File: config.mk
export PLATFORM = sky130hd
export DESIGN_NAME = adder_serial_chunk_amisha
export DESIGN_NICKNAME = d
export VERILOG_FILES = /design/src/rtl/adder_serial_chunk_amisha_pkg.sv /design/src/rtl/adder_serial_chunk_amisha_adder.sv /design/src/rtl/adder_serial_chunk_amisha.sv
export SDC_FILE = /design/constraint.sdc
export NUM_CORES = 1
export LEC_CHECK = 0
export ABC_AREA = 1
export CAP_MARGIN = 40
export CORE_ASPECT_RATIO = 1.4
export CORE_UTILIZATION = 51
export DETAILED_ROUTE_END_ITERATION = 16
export PLACE_DENSITY = 0.84
export SLEW_MARGIN = 10
export SYNTH_ARGS = -nofsm -noshare
export SYNTH_HDL_FRONTEND = slang
export SYNTH_SLANG_ARGS = --single-unit
File: constraint.sdc
create_clock -name clk_amisha -period 1.7 [get_ports clk_amisha]
set_clock_uncertainty 0.05 [all_clocks]
set_input_delay 0.17 -clock clk_amisha [delete_from_list [all_inputs] [get_ports clk_amisha]]
set_output_delay 0.17 -clock clk_amisha [all_outputs]
set_load 0.01 [all_outputs]
File: src/rtl/adder_serial_chunk_amisha_pkg.sv
// Shared definitions for the chunk-serial wide adder: FSM state encoding and
// the width of the chunk index register.
package adder_serial_chunk_amisha_pkg;

  typedef enum logic [1:0] {
    S_IDLE = 2'd0,
    S_OP   = 2'd1,
    S_DONE = 2'd2
  } state_e;

  // At least one bit so a single-chunk build still has a legal index register.
  function automatic int idx_width(input int k);
    return (k > 1) ? $clog2(k) : 1;
  endfunction

endpackage

File: src/rtl/adder_serial_chunk_amisha_adder.sv
// Combinational N-bit adder with carry-in; the one adder reused for every
// chunk of the wide operation.
module chunk_adder_cin_amisha #(
  parameter int N = 4
) (
  input  logic [N-1:0] a,
  input  logic [N-1:0] b,
  input  logic         cin,
  output logic [N-1:0] sum,
  output logic         cout
);

  logic [N:0] total;

  assign total = {1'b0, a} + {1'b0, b} + {{N{1'b0}}, cin};
  assign sum   = total[N-1:0];
  assign cout  = total[N];

endmodule

File: src/rtl/adder_serial_chunk_amisha.sv
// Multi-cycle W = N*K bit adder: one N-bit chunk per clock, LSB chunk first,
// carry chained through a register; result published only when complete.
module adder_serial_chunk_amisha
  import adder_serial_chunk_amisha_pkg::*;
#(
  parameter  int N = 4,
  parameter  int K = 4,
  localparam int W = N * K
) (
  input  logic         clk_amisha,
  input  logic         reset_amisha,
  input  logic         start_amisha,
  input  logic [W-1:0] a_amisha,
  input  logic [W-1:0] b_amisha,
  output logic         ready_amisha,
  output logic         done_tick_amisha,
  output logic [W-1:0] sum_amisha,
  output logic         cout_amisha
);

  localparam int IW = idx_width(K);

  state_e          state_q;
  logic [W-1:0]    a_q;
  logic [W-1:0]    b_q;
  logic [W-1:0]    res_q;
  logic [W-1:0]    res_d;
  logic [W-1:0]    sum_q;
  logic            carry_q;
  logic            cout_q;
  logic            done_q;
  logic            ready_q;
  logic [IW-1:0]   idx_q;

  logic [N-1:0]    chunk_sum;
  logic            chunk_cout;

  // Operands shift right each op cycle, so the active chunk is always bits [N-1:0].
  chunk_adder_cin_amisha #(.N(N)) u_chunk_adder (
    .a    (a_q[N-1:0]),
    .b    (b_q[N-1:0]),
    .cin  (carry_q),
    .sum  (chunk_sum),
    .cout (chunk_cout)
  );

  // New chunk enters at the top; after K shifts the full sum is aligned.
  assign res_d = (res_q >> N) | (W'(chunk_sum) << (W - N));

  always_ff @(posedge clk_amisha) begin
    if (reset_amisha) begin
      state_q <= S_IDLE;
      ready_q <= 1'b1;
      done_q  <= 1'b0;
      a_q     <= '0;
      b_q     <= '0;
      res_q   <= '0;
      sum_q   <= '0;
      carry_q <= 1'b0;
      cout_q  <= 1'b0;
      idx_q   <= '0;
    end else begin
      case (state_q)
        S_IDLE: begin
          done_q <= 1'b0;
          if (start_amisha) begin
            a_q     <= a_amisha;
            b_q     <= b_amisha;
            carry_q <= 1'b0;
            idx_q   <= '0;
            ready_q <= 1'b0;
            state_q <= S_OP;
          end
        end
        S_OP: begin
          a_q     <= a_q >> N;
          b_q     <= b_q >> N;
          res_q   <= res_d;
          carry_q <= chunk_cout;
          if (idx_q == IW'(K - 1)) begin
            // Publish the finished result in one step so sum never shows a partial value.
            sum_q   <= res_d;
            cout_q  <= chunk_cout;
            done_q  <= 1'b1;
            state_q <= S_DONE;
          end else begin
            idx_q <= idx_q + IW'(1);
          end
        end
        S_DONE: begin
          done_q  <= 1'b0;
          ready_q <= 1'b1;
          state_q <= S_IDLE;
        end
        default: begin
          done_q  <= 1'b0;
          ready_q <= 1'b1;
          state_q <= S_IDLE;
        end
      endcase
    end
  end

  assign ready_amisha     = ready_q;
  assign done_tick_amisha = done_q;
  assign sum_amisha       = sum_q;
  assign cout_amisha      = cout_q;

endmodule

==> results of run 1 <==
-- metrics by stage --
| stage | instances | setup slack (ns) | utilization [%] | hold WS [ns] | power [mW] |
|---|---|---|---|---|---|
| 3_3_place_gp | 504 | 0.120 | 64.8 | 0.395 | 2.20 |
| 3_5_place_dp | 504 | 0.0712 | 64.8 | 0.397 | 2.22 |
| 2_1_floorplan | 396 | 0.184 | - | 0.199 | 2.05 |
| 4_1_cts | 520 | 0.0527 | 68.3 | 0.311 | 3.47 |
| 5_1_grt | 520 | 0.0448 | 68.6 | 0.348 | 3.62 |
| 6_report | 520 | 0.140 | 68.6 | 0.314 | 3.46 |
-- layer usage --
| metal | routed length [um] | part of all wire (%) | global-route usage [%] | vias up |
|---|---|---|---|---|
| met1 | 2510 | 41 | 24.3 | 1175 |
| met4 | 92 | 1.5 | 9.24 | 0 |
| met5 | 0 | 0 | 0 | - |
| met2 | 3220 | 53 | 41.1 | 65 |
| met3 | 243 | 4.0 | 5.68 | 11 |
| li1 | - | - | - | 1353 |
-- flip-flops by register name (all words and copies together) (netlist names) --
signal	cells
a_q	16
b_q	16
carry_q	1
cout_amisha	1
done_tick_amisha	1
idx_q	2
ready_amisha	1
res_q	12
state_q	2
sum_amisha	16
-- critical path, stage by stage (launching register included) --
cell and delay (ns):
sky130_fd_sc_hd__dfxtp_1 0.33, sky130_fd_sc_hd__fa_2 0.41, sky130_fd_sc_hd__inv_1 0.09, sky130_fd_sc_hd__fa_2 0.23
sky130_fd_sc_hd__xor2_2 0.16, sky130_fd_sc_hd__nand2_1 0.06, sky130_fd_sc_hd__o21ai_0 0.07, sky130_fd_sc_hd__nor2_1 0.06
-- cells by family (layout without fill, tap and decap cells) --
group                      after synthesis  in the layout  synth area share (%)
xor gates and xnor gates                 1              1                 0.308
buffers and inverters                   39             97                  6.52
DFF                                     68             68                  47.9
adders and majority gates                6              6                  3.17
and+or+nand+nor                        217            217                  30.1
AOI/OAI and AO/OA                       65             65                  12.0
-- cell type report --
type                    instances  area [um2]
repair buffers                 62         611
fillers                       465        1660
multi-input cells             289        1310
clock buffers                  11         131
inverters                      19        71.3
flip-flops and latches         68        1360
well taps                      66        82.6
clock inverters                 5        52.6
-- synthesized netlist by cell type --
cell type | count | share of area (%)
sky130_fd_sc_hd__nand3_1 | 19 | 3.3
sky130_fd_sc_hd__ha_1 | 4 | 1.8
sky130_fd_sc_hd__dfxtp_1 | 68 | 48
sky130_fd_sc_hd__fa_1 | 2 | 1.4
sky130_fd_sc_hd__nor2_1 | 79 | 10
sky130_fd_sc_hd__o21ai_4 | 1 | 0.57
sky130_fd_sc_hd__o21a_1 | 2 | 0.53
sky130_fd_sc_hd__nand2_4 | 1 | 0.40
sky130_fd_sc_hd__o21ai_1 | 7 | 1.2
sky130_fd_sc_hd__inv_2 | 5 | 0.66
sky130_fd_sc_hd__buf_4 | 4 | 1.1
sky130_fd_sc_hd__inv_1 | 13 | 1.7
sky130_fd_sc_hd__xor2_1 | 1 | 0.31
sky130_fd_sc_hd__clkinv_1 | 1 | 0.13
sky130_fd_sc_hd__buf_2 | 7 | 1.2
sky130_fd_sc_hd__nor2_4 | 1 | 0.40
sky130_fd_sc_hd__nand2_1 | 116 | 15
sky130_fd_sc_hd__nor3_1 | 1 | 0.18
sky130_fd_sc_hd__buf_6 | 2 | 0.79
sky130_fd_sc_hd__a21oi_1 | 17 | 3.0
sky130_fd_sc_hd__clkbuf_1 | 7 | 0.92
sky130_fd_sc_hd__o21ai_0 | 38 | 6.7
-- final timing paths --
kind                                        from               end  cells after the start
worst min-delay path                a_amisha[15]           a_q[15]                      3
worst max register to register            a_q[0]    sum_amisha[14]                      7
worst min register to register  done_tick_amisha  done_tick_amisha                      1
worst max-delay path                      a_q[0]    sum_amisha[14]                      7
-- report_power, final --
| part | internal (mW) | total (mW) | leakage (nW) | switching, mW |
|---|---|---|---|---|
| registers | 1.68 | 1.74 | 0.558 | 0.0548 |
| clock network | 0.670 | 1.26 | 0.0931 | 0.594 |
| logic | 0.207 | 0.454 | 0.951 | 0.247 |
| total | 2.56 | 3.46 | 1.60 | 0.896 |
-- what timing repair did --
item | in CTS | in global routing
endpoints found under the setup margin | 0 | 1
hold endpoints to repair | 0 | 0
hold buffers | 0 | 0
resized for setup | 0 | 3
==> out/qor.txt, run 1 <==
=====================================================================================
Outcome                                                                  finished clean
Count of buffers inserted at the top-level ports                                   53
Root cell of the clock tree                                              sky130_fd_sc_hd__clkbuf_8
Residual DRC count                                                                  0
Overall global routing resource usage                                           22.7%
Area of the core region                                                      5280 um2
Num rows                                                                           31
Sequential-to-total area share from yosys stat                                  47.9%
Static leakage power                                                          1.60 nW
Number of antenna-violating nets in the routed design                               0
Final weighted congestion in routability-driven placement                       0.863
Top Ports                                                                          54
Peak clock frequency supported by timing                                      641 MHz
Fraction of layout instances using a drive strength above 1                     7.49%
Yosys warning count                                                                 0
Antenna Diode Count                                                                 0
Top library cells by usage in the layout, fill and taps aside            116 x sky130_fd_sc_hd__nand2_1, 79 x sky130_fd_sc_hd__nor2_1, 68 x sky130_fd_sc_hd__dfxtp_1
Final-report setup violation count                                                  0
Clk_lat worst skew                                                            0.35 ns
Critical path peak fanout                                                           3
Max Transition Viols Final                                                          0
Count of clock tree sinks                                                          68
Arrival time of the worst setup path                                          1.75 ns
Mean Syn Cell Area                                                           7.18 um2
Max-cap violations                                                                  0
Via count                                                                        2604
Finished Cell Area                                                           3620 um2
Max_slew headroom                                                               74.7%
Nature of the critical path endpoint                                        flip-flop
Required time at the endpoint of the critical path                            1.89 ns
Class of the most critical hold timing path                              primary input to flip-flop
Clock-pin transition on the worst setup and hold timing paths                 0.07 ns
Die footprint                                                                5880 um2
Maximum vdd drop                                                             0.656 mV
Number of iterations in the first detailed-routing pass                             5
Net count after synthesis                                                         437
Routed WL per cell                                                            11.7 um
First DRT Iteration DRCs                                                          173
Instance area after placement                                                3420 um2
Clock buffer depth                                                                  2
Number of clock buffers inserted by TritonCTS                                       9
Antenna violations before repair                                                    0
Die height                                                                    90.3 um
# H-tree levels                                                                     3
Total power density per cell area                                          956 nW/um2
Most frequent standard cell in the layout excluding fill and tap cells   sky130_fd_sc_hd__nand2_1
Slew @ Worst Pin                                                             0.379 ns
Via density per instance                                                         5.01
CP Launch Type                                                              flip-flop
Net count reported at finish                                                      490
Maximum number of pins on one net before global-route repair                       46
Cell area after synthesis                                                    2840 um2
CP Class                                                                 flip-flop to flip-flop
Initial Util                                                                    53.9%
Final hold vios                                                                     0
Global-route wire length before repair                                        10.2 mm
Number of buffers inserted to repair setup after CTS                                0
Total wire length after detailed routing                                      6.07 mm
Yosys cell types                                                                   22
Placed wire-length estimate after detailed placement                          4.16 mm
Vias in the first global route                                                   2448
FF+latch count, synth                                                              68
Post-route setup TNS                                                             0 ns
Number of standard cells after synthesis                                          396
Horiz. Die Dim                                                                65.1 um
Final clock period utilization by the worst path                                91.8%
CTS tree                                                                          yes
RSZ-0062 raised after global routing                                            false
Worst setup slack for register-to-register paths                              0.14 ns
Remaining Overflow, GRT                                                             0
Post-synthesis to final-layout area growth                                      27.3%
Final period demand of the worst path                                         1.56 ns
=====================================================================================
(Power assumes the default switching activity.)
==> inputs of run 2 (changes only) <==
--- a/config.mk
+++ b/config.mk
@@ -8,10 +8,11 @@
 export ABC_AREA = 1
 export CAP_MARGIN = 40
 export CORE_ASPECT_RATIO = 1.4
-export CORE_UTILIZATION = 51
+export CORE_UTILIZATION = 40
 export DETAILED_ROUTE_END_ITERATION = 16
-export PLACE_DENSITY = 0.84
+export PLACE_DENSITY = 0.69
 export SLEW_MARGIN = 10
 export SYNTH_ARGS = -nofsm -noshare
 export SYNTH_HDL_FRONTEND = slang
 export SYNTH_SLANG_ARGS = --single-unit
+export TNS_END_PERCENT = 10
==> out/qor.txt, run 2 (synthesized netlist as in run 1, its figures left out) <==
=====================================================================================
Outcome                                                                  finished clean
Num rows                                                                           36   +16%
Final setup slack of the worst path                                          0.145 ns   +0.00462 ns
Final hold vios                                                                     0   unchanged
Area used by sequential logic in the layout                                  1360 um2   unchanged
Sequential share of power                                                       50.0%   -0.3 points
Max Transition Viols Final                                                          0   unchanged
Maximum vdd drop                                                             0.622 mV   -5.3%
Top Ports                                                                          54   unchanged
Clock buffer depth                                                                  2   unchanged
Clock-pin transition on the worst setup and hold timing paths                 0.08 ns   about the same
Slowest cell on the critical path                                        sky130_fd_sc_hd__fa_2
# H-tree levels                                                                     3   unchanged
Number of iterations in the first detailed-routing pass                             4   -1
Root cell of the clock tree                                              sky130_fd_sc_hd__clkbuf_8
Die footprint                                                                7450 um2   +27%
CTS tree                                                                          yes
Series of cell instances along the critical path                         fa_2, inv_1, fa_2, xor2_2, nand2_1, o21ai_0, nor2_1
Number of clock buffers inserted by TritonCTS                                       9   unchanged
Dpl ws                                                                      0.0607 ns   -0.0105 ns
Peak clock frequency supported by timing                                      643 MHz   +0.30%
Antenna violations before repair                                                    0   unchanged
Number of antenna-violating nets in the routed design                               0   unchanged
Reg-to-Reg End                                                           sum_amisha[14]
Worst R2R Start                                                                a_q[0]
Post-synthesis to final-layout area growth                                      28.6%
Horiz. Die Dim                                                                73.2 um   +13%
Area of the core region                                                      6940 um2   +31%
Final-report setup violation count                                                  0   unchanged
Timing endpoint of the critical path                                     sum_amisha[14]
Vias in the first global route                                                   2499   +2.1%
CP Class                                                                 flip-flop to flip-flop
Startpoint of the most critical setup path                                     a_q[0]
Die height                                                                     102 um   +13%
Final period demand of the worst path                                         1.56 ns   -0.00462 ns
Remaining Overflow, GRT                                                             0   unchanged
Total wire length after detailed routing                                      5.97 mm   -1.6%
Nature of the critical path endpoint                                        flip-flop
FF-to-FF path depth                                                                 7   unchanged
Arrival time of the worst setup path                                          1.74 ns   about the same
Static leakage power                                                          1.59 nW   -0.82%
Share of total power in combinational logic                                     12.9%   -0.2 points
Required time at the endpoint of the critical path                            1.89 ns   about the same
Placed Instances                                                                  532   +5.6%
Hold-fix buffers at CTS                                                             0   unchanged
Multi-input combinational cell area                                          1310 um2   unchanged
Max-cap violations                                                                  0   unchanged
Cell-internal power                                                           2.56 mW   about the same
Class of the most critical hold timing path                              primary input to flip-flop
Worst setup slack for register-to-register paths                              0.14 ns   about the same
Most used cell, CP                                                       sky130_fd_sc_hd__fa_2
Slew @ Worst Pin                                                             0.361 ns   -0.0184 ns
Top library cells by usage in the layout, fill and taps aside            116 x sky130_fd_sc_hd__nand2_1, 79 x sky130_fd_sc_hd__nor2_1, 68 x sky130_fd_sc_hd__dfxtp_1
Net count reported at finish                                                      489   -0.20%
Count of buffers inserted at the top-level ports                                   53   unchanged
Fraction of layout instances using a drive strength above 1                     7.51%   +0.017 points
Via density per instance                                                         4.70   -6.2%
Max_slew headroom                                                               75.9%   +1.2 points
Antenna Diode Count                                                                 0   unchanged
Total of fill cells in the finished design                                        740   +59%
Final weighted congestion in routability-driven placement                       0.839   -2.8%
Count of clock tree sinks                                                          68   unchanged
RSZ-0062 raised after global routing                                            false
Number of buffers inserted to repair setup after CTS                                0   unchanged
First DRT Iteration DRCs                                                           97   -44%
Total power density per cell area                                          950 nW/um2   -0.60%
Net switching power                                                          0.909 mW   +1.5%
Placed wire-length estimate after detailed placement                          4.09 mm   -1.6%
Overall global routing resource usage                                           18.3%   -4.3 points
CP Launch Type                                                              flip-flop
Routed WL per cell                                                            10.9 um   -6.7%
Initial Util                                                                    41.0%   -13 points
Total power draw                                                              3.47 mW   +0.43%
Via count                                                                        2573   -1.2%
Clock network power share                                                       37.1%   +0.5 points
Maximum number of pins on one net before global-route repair                       38   -17%
Proportion of total power due to net switching                                  26.2%   +0.28 points
Final clock period utilization by the worst path                                91.5%   -0.27 points
Maximum single-stage delay on the critical path                               0.41 ns   about the same
Final Instance Count excl. Fillers                                                548   +5.4%
Clk_lat worst skew                                                            0.34 ns   about the same
Residual DRC count                                                                  0   unchanged
Cells resized by post-CTS repair                                                    0   unchanged
Most frequent standard cell in the layout excluding fill and tap cells   sky130_fd_sc_hd__nand2_1
Critical path peak fanout                                                           3   unchanged
Post-route setup TNS                                                             0 ns   unchanged
Global-route wire length before repair                                        10.6 mm   +4.1%
=====================================================================================
[run 2: cell types whose count changed in the layout (fill, tap and decap cells not counted), sizes merged]
cell      delta
clkbuf       -1
buf          -1
clkinvlp     +3
clkinv       -2
[run 2: how the worst min path moves through the flow]
stage,from,end,cells past startpoint
global route,a_amisha[15],a_q[15],3
floorplan,reset_amisha,state_q[0],1
finish,b_amisha[15],b_q[15],3
global placement,idx_q[0],idx_q[0],1
CTS,b_amisha[15],b_q[15],3
detailed placement,res_q[11],sum_amisha[7],2
[run 2: power by group through the flow]
stage / combinational (mW) / clock, mW / sequential [mW]
floorplan: 0.295 / 0 / 1.76
global placement: 0.437 / 0 / 1.77
detailed placement: 0.444 / 0 / 1.77
CTS: 0.446 / 1.32 / 1.73
global route: 0.522 / 1.37 / 1.75
finish: 0.448 / 1.29 / 1.73
[run 2: through the flow]
stage          util [%]  hold slack, ns  instance area, um2
6_report           52.7           0.326                3650
5_1_grt            52.7           0.344                3650
4_1_cts            52.5           0.317                3640
3_5_place_dp       49.7           0.398                3450
3_3_place_gp       49.7           0.398                3450
2_1_floorplan         -           0.199                2840
[run 2: layout make-up]
class,count,share of cell area (%)
Clock inverter,6,1.78
Sequential cell,68,37.2
Timing Repair Buffer,61,16.5
Multi-Input combinational cell,289,35.8
Tap cell,95,3.25
Clock buffer,10,3.49
Inverter,19,1.95
[run 2: worst max-delay path, delay by kind of cell, from the launching register on]
family	cells	cell delay (ns)
xor+xnor	1	0.15
fa+ha+maj	2	0.64
flops	1	0.33
compound gates	1	0.08
buf+inv	1	0.09
simple gates	2	0.12
[run 2: metal layers]
metal	up-vias	global-route usage [%]	wire length (um)
met3	14	2.79	169
met2	56	32.2	2980
met5	-	0	0
met4	0	9.50	154
li1	1352	-	-
met1	1151	21.2	2660
